$ cat config.mk
export PLATFORM = sky130hd
export DESIGN_NAME = sprite_fetch
export DESIGN_NICKNAME = d
export VERILOG_FILES = /design/src/rtl/sprite_pkg.sv /design/src/rtl/sprite_anim_fsm.sv /design/src/rtl/sprite_fetch.sv
export SDC_FILE = /design/constraint.sdc
export NUM_CORES = 1
export LEC_CHECK = 0
export CELL_PAD_IN_SITES_DETAIL_PLACEMENT = 1
export CELL_PAD_IN_SITES_GLOBAL_PLACEMENT = 1
export CORE_ASPECT_RATIO = 1.2
export CORE_MARGIN = 5
export CORE_UTILIZATION = 35
export DETAILED_ROUTE_END_ITERATION = 10
export GPL_TIMING_DRIVEN = 0
export PLACE_DENSITY = 0.95
export REMOVE_ABC_BUFFERS = 1
export SETUP_SLACK_MARGIN = 0.05
export SYNTH_ARGS = -nofsm -noshare
export SYNTH_HDL_FRONTEND = slang
export SYNTH_SLANG_ARGS = --single-unit
$ cat constraint.sdc
create_clock -name Clk -period 7 [get_ports Clk]
set_input_delay 1.75 -clock Clk [delete_from_list [all_inputs] [get_ports Clk]]
set_output_delay 1.75 -clock Clk [all_outputs]
set_load 0.02 [all_outputs]
$ cat src/rtl/sprite_pkg.sv
`default_nettype none
// ---------------------------------------------------------------------------
// sprite_pkg -- geometry, colour key and animation constants for sprite_fetch
// Rev 1.0
// ---------------------------------------------------------------------------
package sprite_pkg;
    localparam int W        = 32;
    localparam int H        = 32;
    localparam int FRAMES   = 3;
    localparam int ANIM_DIV = 6;
    localparam int ADDR_W   = 12;
    localparam int COL_W    = $clog2(W);
    localparam int ROW_W    = $clog2(H);
    localparam int DIV_W    = $clog2(ANIM_DIV);
    localparam logic [23:0] KEY = 24'hFF00FF;

    typedef enum logic [0:0] {
        IDLE = 1'b0,
        WALK = 1'b1
    } anim_state_t;
endpackage
`default_nettype wire

$ cat src/rtl/sprite_anim_fsm.sv
`default_nettype none
// ---------------------------------------------------------------------------
// sprite_anim_fsm -- frame-pulse edge detector and walk-cycle frame counter
// Rev 1.0
// ---------------------------------------------------------------------------
module sprite_anim_fsm
    import sprite_pkg::*;
(
    input  logic       Clk,
    input  logic       Reset,
    input  logic       frame_clk,
    input  logic       moving,
    output logic       frame_edge,
    output logic [1:0] frame_idx
);
    anim_state_t      state, state_n;
    logic             fc_d1, fc_d2;
    logic [1:0]       idx_n;
    logic [DIV_W-1:0] div_cnt, div_n;

    assign frame_edge = fc_d1 & ~fc_d2;

    always_ff @(posedge Clk) begin
        if (Reset) begin
            fc_d1     <= 1'b0;
            fc_d2     <= 1'b0;
            state     <= IDLE;
            frame_idx <= 2'd0;
            div_cnt   <= '0;
        end else begin
            fc_d1     <= frame_clk;
            fc_d2     <= fc_d1;
            state     <= state_n;
            frame_idx <= idx_n;
            div_cnt   <= div_n;
        end
    end

    // The entry edge into WALK does not count toward the divider.
    always_comb begin
        state_n = state;
        idx_n   = frame_idx;
        div_n   = div_cnt;
        if (frame_edge) begin
            case (state)
                IDLE: begin
                    idx_n = 2'd0;
                    div_n = '0;
                    if (moving)
                        state_n = WALK;
                end
                WALK: begin
                    if (!moving) begin
                        state_n = IDLE;
                        idx_n   = 2'd0;
                        div_n   = '0;
                    end else if (div_cnt == DIV_W'(ANIM_DIV - 1)) begin
                        div_n = '0;
                        idx_n = (frame_idx == 2'(FRAMES - 1)) ? 2'd0 : frame_idx + 2'd1;
                    end else begin
                        div_n = div_cnt + DIV_W'(1);
                    end
                end
                default: state_n = IDLE;
            endcase
        end
    end
endmodule
`default_nettype wire

$ cat src/rtl/sprite_fetch.sv
`default_nettype none
// ---------------------------------------------------------------------------
// sprite_fetch -- sprite ROM address generator with 2-cycle pixel pipeline
// Rev 1.0
// ---------------------------------------------------------------------------
module sprite_fetch
    import sprite_pkg::*;
(
    input  logic              Clk,
    input  logic              Reset,
    input  logic              frame_clk,
    input  logic [9:0]        DrawX,
    input  logic [9:0]        DrawY,
    input  logic [9:0]        sprite_x,
    input  logic [9:0]        sprite_y,
    input  logic              facing_left,
    input  logic              moving,
    output logic [ADDR_W-1:0] rom_addr,
    input  logic [23:0]       rom_data,
    output logic              sprite_on,
    output logic [23:0]       pic_out
);
    logic              frame_edge;
    logic [1:0]        frame_idx;
    logic [9:0]        lx, ly;
    logic              lface, lmove;
    logic              move_sel;
    logic              in_box, in_box_d1, in_box_d2;
    logic [COL_W-1:0]  col, col_m;
    logic [ROW_W-1:0]  row;
    logic [ADDR_W-1:0] addr;

    // On the edge cycle the FSM sees the value being latched this cycle.
    assign move_sel = frame_edge ? moving : lmove;

    sprite_anim_fsm u_anim (
        .Clk        (Clk),
        .Reset      (Reset),
        .frame_clk  (frame_clk),
        .moving     (move_sel),
        .frame_edge (frame_edge),
        .frame_idx  (frame_idx)
    );

    always_ff @(posedge Clk) begin
        if (Reset) begin
            lx    <= 10'd0;
            ly    <= 10'd1023;
            lface <= 1'b0;
            lmove <= 1'b0;
        end else if (frame_edge) begin
            lx    <= sprite_x;
            ly    <= sprite_y;
            lface <= facing_left;
            lmove <= moving;
        end
    end

    // 11-bit compare so a box near 1023 cannot wrap back onto low coordinates.
    assign in_box = ({1'b0, DrawX} >= {1'b0, lx}) && ({1'b0, DrawX} < ({1'b0, lx} + 11'(W))) &&
                    ({1'b0, DrawY} >= {1'b0, ly}) && ({1'b0, DrawY} < ({1'b0, ly} + 11'(H)));

    assign col   = COL_W'(DrawX - lx);
    assign row   = ROW_W'(DrawY - ly);
    assign col_m = lface ? (COL_W'(W - 1) - col) : col;
    assign addr  = ADDR_W'(frame_idx) * ADDR_W'(W * H) + ADDR_W'(row) * ADDR_W'(W) + ADDR_W'(col_m);

    always_ff @(posedge Clk) begin
        if (Reset) begin
            rom_addr  <= '0;
            in_box_d1 <= 1'b0;
            in_box_d2 <= 1'b0;
        end else begin
            rom_addr  <= in_box ? addr : '0;
            in_box_d1 <= in_box;
            in_box_d2 <= in_box_d1;
        end
    end

    assign sprite_on = in_box_d2 && (rom_data != KEY);
    assign pic_out   = sprite_on ? rom_data : 24'h000000;
endmodule
`default_nettype wire

# After elaboration in Yosys (flattened, before gate mapping)
# Index checks and enable logic that the tools add are counted.
word_totals:
  register_bits: 44
  word_cells: 50
classes:
  addsub: 9
  n_lt_le_gt_ge: 4
  eq_ne: 4
  muxes: 11
  bitwise: 4
  reduce_logical: 6
ops:
  columns: ["operator", "count"]
  rows:
  - ["24-bit two-way mux", 1]
  - ["24-bit inequality test, second input constant", 1]
  - ["10-bit by 6-bit adder with 11-bit output, second input constant", 2]
  - ["10-bit by 11-bit less-than comparator with 1-bit output", 2]
  - ["10-bit greater-or-equal comparator", 2]
  - ["12-bit by 10-bit adder with 12-bit output", 1]
  - ["12-bit by 5-bit adder with 12-bit output", 1]
  - ["5-bit subtractor", 2]
  - ["2-bit two-way mux", 3]
  - ["3-bit two-way mux", 2]
  - ["3-bit case mux with 2 select lines", 1]
  - ["5-bit two-way mux", 1]
  - ["5-bit subtractor, first input constant", 1]
  - ["1-bit logical AND", 4]
  - ["2-bit case mux with 2 select lines", 1]
  - ["3-bit by 1-bit adder with 3-bit output, second input constant", 1]
  - ["3-bit == test, second input constant", 1]
  - ["3-bit inequality test, second input constant", 1]
  - ["1-bit inverter", 3]
  - ["2-bit by 1-bit adder with 2-bit output, second input constant", 1]
  - ["2-bit == test, second input constant", 1]
  - ["1-bit two-way mux", 2]
  - ["2-bit AND reduction", 1]
  - ["2-bit OR reduction", 1]
  - ["1-bit bitwise AND", 1]

# Depth between registers and ports, before layout
depth:
  word_depth: 7
  ltp_mapped: 10
  depth_no_buf: 9

# Hierarchy
# A second synthesis with hierarchy kept.
hier_totals:
  cells_unflattened: 315
  hier_area_um2: 2790.2
modules_own_cells:
  columns: ["module", "instances", "cells_each", "area_each_um2"]
  rows:
  - ["sprite_fetch", 1, 280, 2452.4]
  - ["sprite_anim_fsm", 1, 35, 337.8]

# Worst setup path after synthesis
# No wires, ideal clock.
synth_timing:
  path_type: "input port to output port"
  from: "in rom_data[13]"
  to: "out pic_out[14]"
  t_arrival_ns: 3.152
  t_required_ns: 5.250
  slack_ns: 2.098
  path_stages: 5
  path_buffers: 1
  cell_sequence: "or4b_1 > nor4_1 > a31oi_1 > clkbuf_1 > and2_1"
synth_via:
  elab_chain_len: 3
synth_lines:
  columns: ["element", "line", "source"]
  rows:
  - ["start, declared", "sprite_fetch.sv:19", "input logic [23:0] rom_data,"]
  - ["24-bit inequality test", "sprite_fetch.sv:80", "assign sprite_on = in_box_d2 && (rom_data != KEY);"]
  - ["1-bit logical AND", "sprite_fetch.sv:80", null]
  - ["via sprite_on", "sprite_fetch.sv:20", "output logic sprite_on,"]
  - ["24-bit two-way mux", "sprite_fetch.sv:81", "assign pic_out = sprite_on ? rom_data : 24'h000000;"]
  - ["end, declared", "sprite_fetch.sv:21", "output logic [23:0] pic_out"]
# The timed path passes the listed nets, and every way through them passes these cells.

# Worst setup path after layout
layout_timing:
  from: "in rom_data[13]"
  to: "out pic_out[23]"
layout_via:
  elab_chain_len: 3
layout_lines:
  columns: ["element", "line"]
  rows:
  - ["24-bit inequality test", "sprite_fetch.sv:80"]
  - ["1-bit logical AND", "sprite_fetch.sv:80"]
  - ["24-bit two-way mux", "sprite_fetch.sv:81"]
# No other way between the ends.

==> results.yml <==
worst_hold_path:
  hold_depth: 2
  hp-class: "flip-flop to flip-flop"
logic_synthesis:
  syn_area_per_cell_um2: 8.52
  ys.warnings.count: 0
  synth_cell_types: 52
  yosysTopAreaCell: "dfxtp_1"
  yosys-top-cells-area: "dfxtp_1 (31%), ha_1 (14%), and2_1 (5.3%), a21oi_1 (4.6%), nand2_1 (4.5%)"
  synthFlopType: "dfxtp_1"
  synth_edf_count: 0
  syn_inst: 333
  synth-seq-area-share: 0.311
  synth-seq-cells: 44
  synth-async-reset-ratio: 0
  yosysTopAreaCellShare: 0.311
  synth.cell_area_um2: 2840
global_route:
  grt-ovfl-total: 0
  grt_pass1_vias: 3060
  grt_max_degree: 33
  grt_first_pass_wirelength_mm: 14.4
  antenna_found_initial: 0
  grtUsageTotal: 0.179
finish:
  mostFrequentLayoutCells: "clkdlybuf4s50_1 (105), dfxtp_1 (44), nand2_1 (34), ha_1 (32), inv_1 (28)"
  final_common_cell: "clkdlybuf4s50_1"
  antenna-diode-count: 0
  synthToLayoutAreaGrowth_pct: 43.2
  drive_above_1_share: 0.0508
  fill_cells: 943
  final_nets: 536
sta:
  relSlewSlack: 0.175
  rsz0062_at_grt: "no"
  setup_viol: 0
  fin_worst_skew_ns: 0.00442
  layout_min_cycle_time_ns: 6.36
  setup_slack_ns: 0.638
  worst_slew_pin_slew_ns: 1.23
  fin_setup_tns_ns: 0
  fmax_mhz: 157
  timing_hold_violations_final: 0
  maxSlewViolCount: 0
  post-route-period-util: 0.909
  whs_ns: 0.465
routing:
  viasPerCell: 5.29
  wirelength_mm: 8.91
  drtIter0Drc: 60
  first_pass_iters: 4
  postRouteAntennaNets: 0
  drcViolationCount: 0
  vias: 2795
  routedWlPerCell_um: 16.9
status:
  status: "complete, no violations"
worst_setup_path:
  startpoint_type: "input pin"
  critPathMaxFanout: 21
  crit_type: "input pin to primary output"
  arrival_ns: 4.61
  critPathCaptureType: "primary output"
  cp.required_ns: 5.25
  reg2reg_depth: 9
placed_design:
  port_buffers: 105
  hpwlAfterDp_mm: 7.49
  preCtsSetupSlack_ns: 0.555
  gp_congestion: 0.796
floorplan:
  io_pins: 106
  start_util: 0.354
  die_area_um2: 10000
  rows: 36
  die_height_um: 109
  fp.dieW_um: 92.2
  core_um2: 8020
clock_network:
  root_buffer: "clkbuf_8"
  cts_buffers: 5
  cts-resized-gates: 0
  post_cts_buffers: 0
  clkLatencyLatePin_ns: 0.29
  clock-sinks: 44
  cts_tree: "yes"
  hold_buffers: 0
  htree_num_levels: 2
  cts.clk_slew.worst_paths_ns: 0.08
  clockBufferDepth: 2
run:
  max_cap_viol_count: 0
pwr:
  p_leak_uw: 0.00161
  p_per_area_nw_per_um2: 146
  ir_drop_uv: 68.8
==> Yosys cell counts, types with 2 or more instances <==
cell / count
nor4b_1: 2
xnor2_1: 10
nand2b_1: 4
ha_1: 32
nand4b_1: 4
nand4_1: 3
nor4_1: 5
and2_1: 24
o21a_1: 2
dfxtp_1: 44
xor2_1: 5
a31oi_1: 3
or3_1: 2
o21ai_0: 6
a21oi_1: 26
clkbuf_1: 12
nand3_1: 9
nor2_1: 17
a41o_1: 2
nor4_2: 5
nor3_1: 7
inv_1: 28
and3_1: 2
a21boi_0: 2
fa_1: 2
nand2_1: 34
nor2b_1: 5
nand3b_1: 4
a211o_1: 9
==> state kept, by name (all words and copies together) (netlist names) <==
name,count
in_box_d2,1
in_box_d1,1
u_anim.fc_d2,1
u_anim.state,1
u_anim.frame_idx,2
ly,10
lx,10
lface,1
u_anim.div_cnt,3
u_anim.fc_d1,1
lmove,1
rom_addr,12
==> final timing paths <==
kind	start	to	slack [ns]
hold reg to reg	lx[2]	lx[2]	0.46
setup reg to reg	ly[5]	rom_addr[8]	4.35
hold / removal	lx[2]	lx[2]	0.46
setup / recovery	rom_data[13]	pic_out[23]	0.64
==> routing by layer <==
layer	track usage	vias to the layer above	part of all wire
met1	0.183	1324	0.38
met4	0.0510	0	0.014
met5	0	-	0
met3	0.0352	11	0.057
li1	-	1361	-
met2	0.363	99	0.55
==> cell families after synthesis <==
group                      after synthesis  share of synthesized area
AOI/OAI and AO/OA                       64                      0.158
xor gates and xnor gates                15                     0.0463
adders and majority gates               34                      0.155
buffers and inverters                   41                     0.0569
DFF                                     44                      0.311
muxes                                    1                    0.00353
and+or+nand+nor                        134                      0.270
==> critical path, stage by stage <==
cell and delay, ns:
clkdlybuf4s50_1 0.45, or4b_1 0.53, nor4_1 0.45, a31oi_1 0.52
and2_1 0.37, clkdlybuf4s50_1 0.54
==> layout make-up <==
class,count,area [µm²],share of cell area
clock inverter,1,5.00,0.00123
timing repair buffer,106,1080,0.265
sequential,44,881,0.217
clock buffer,6,72.6,0.0179
inverter,28,105,0.0259
tap,95,119,0.0293
multi-input combinational,248,1800,0.443
==> power breakdown <==
| group | leakage, µW | internal [µW] | switching (µW) | total, µW |
|---|---|---|---|---|
| clock network | 0.0000410 | 68.0 | 83.1 | 151 |
| registers | 0.000359 | 259 | 7.97 | 267 |
| logic | 0.00121 | 90.3 | 84.1 | 174 |
==> metrics by stage <==
stage	total power [µW]	cell area, µm²	instances	util
2_1_floorplan	367	2780	320	-
3_3_place_gp	432	3950	520	0.493
3_5_place_dp	447	3990	521	0.497
4_1_cts	599	4060	528	0.507
5_1_grt	626	4060	528	0.507
6_report	592	4060	528	0.507
(Power assumes the default switching activity.)
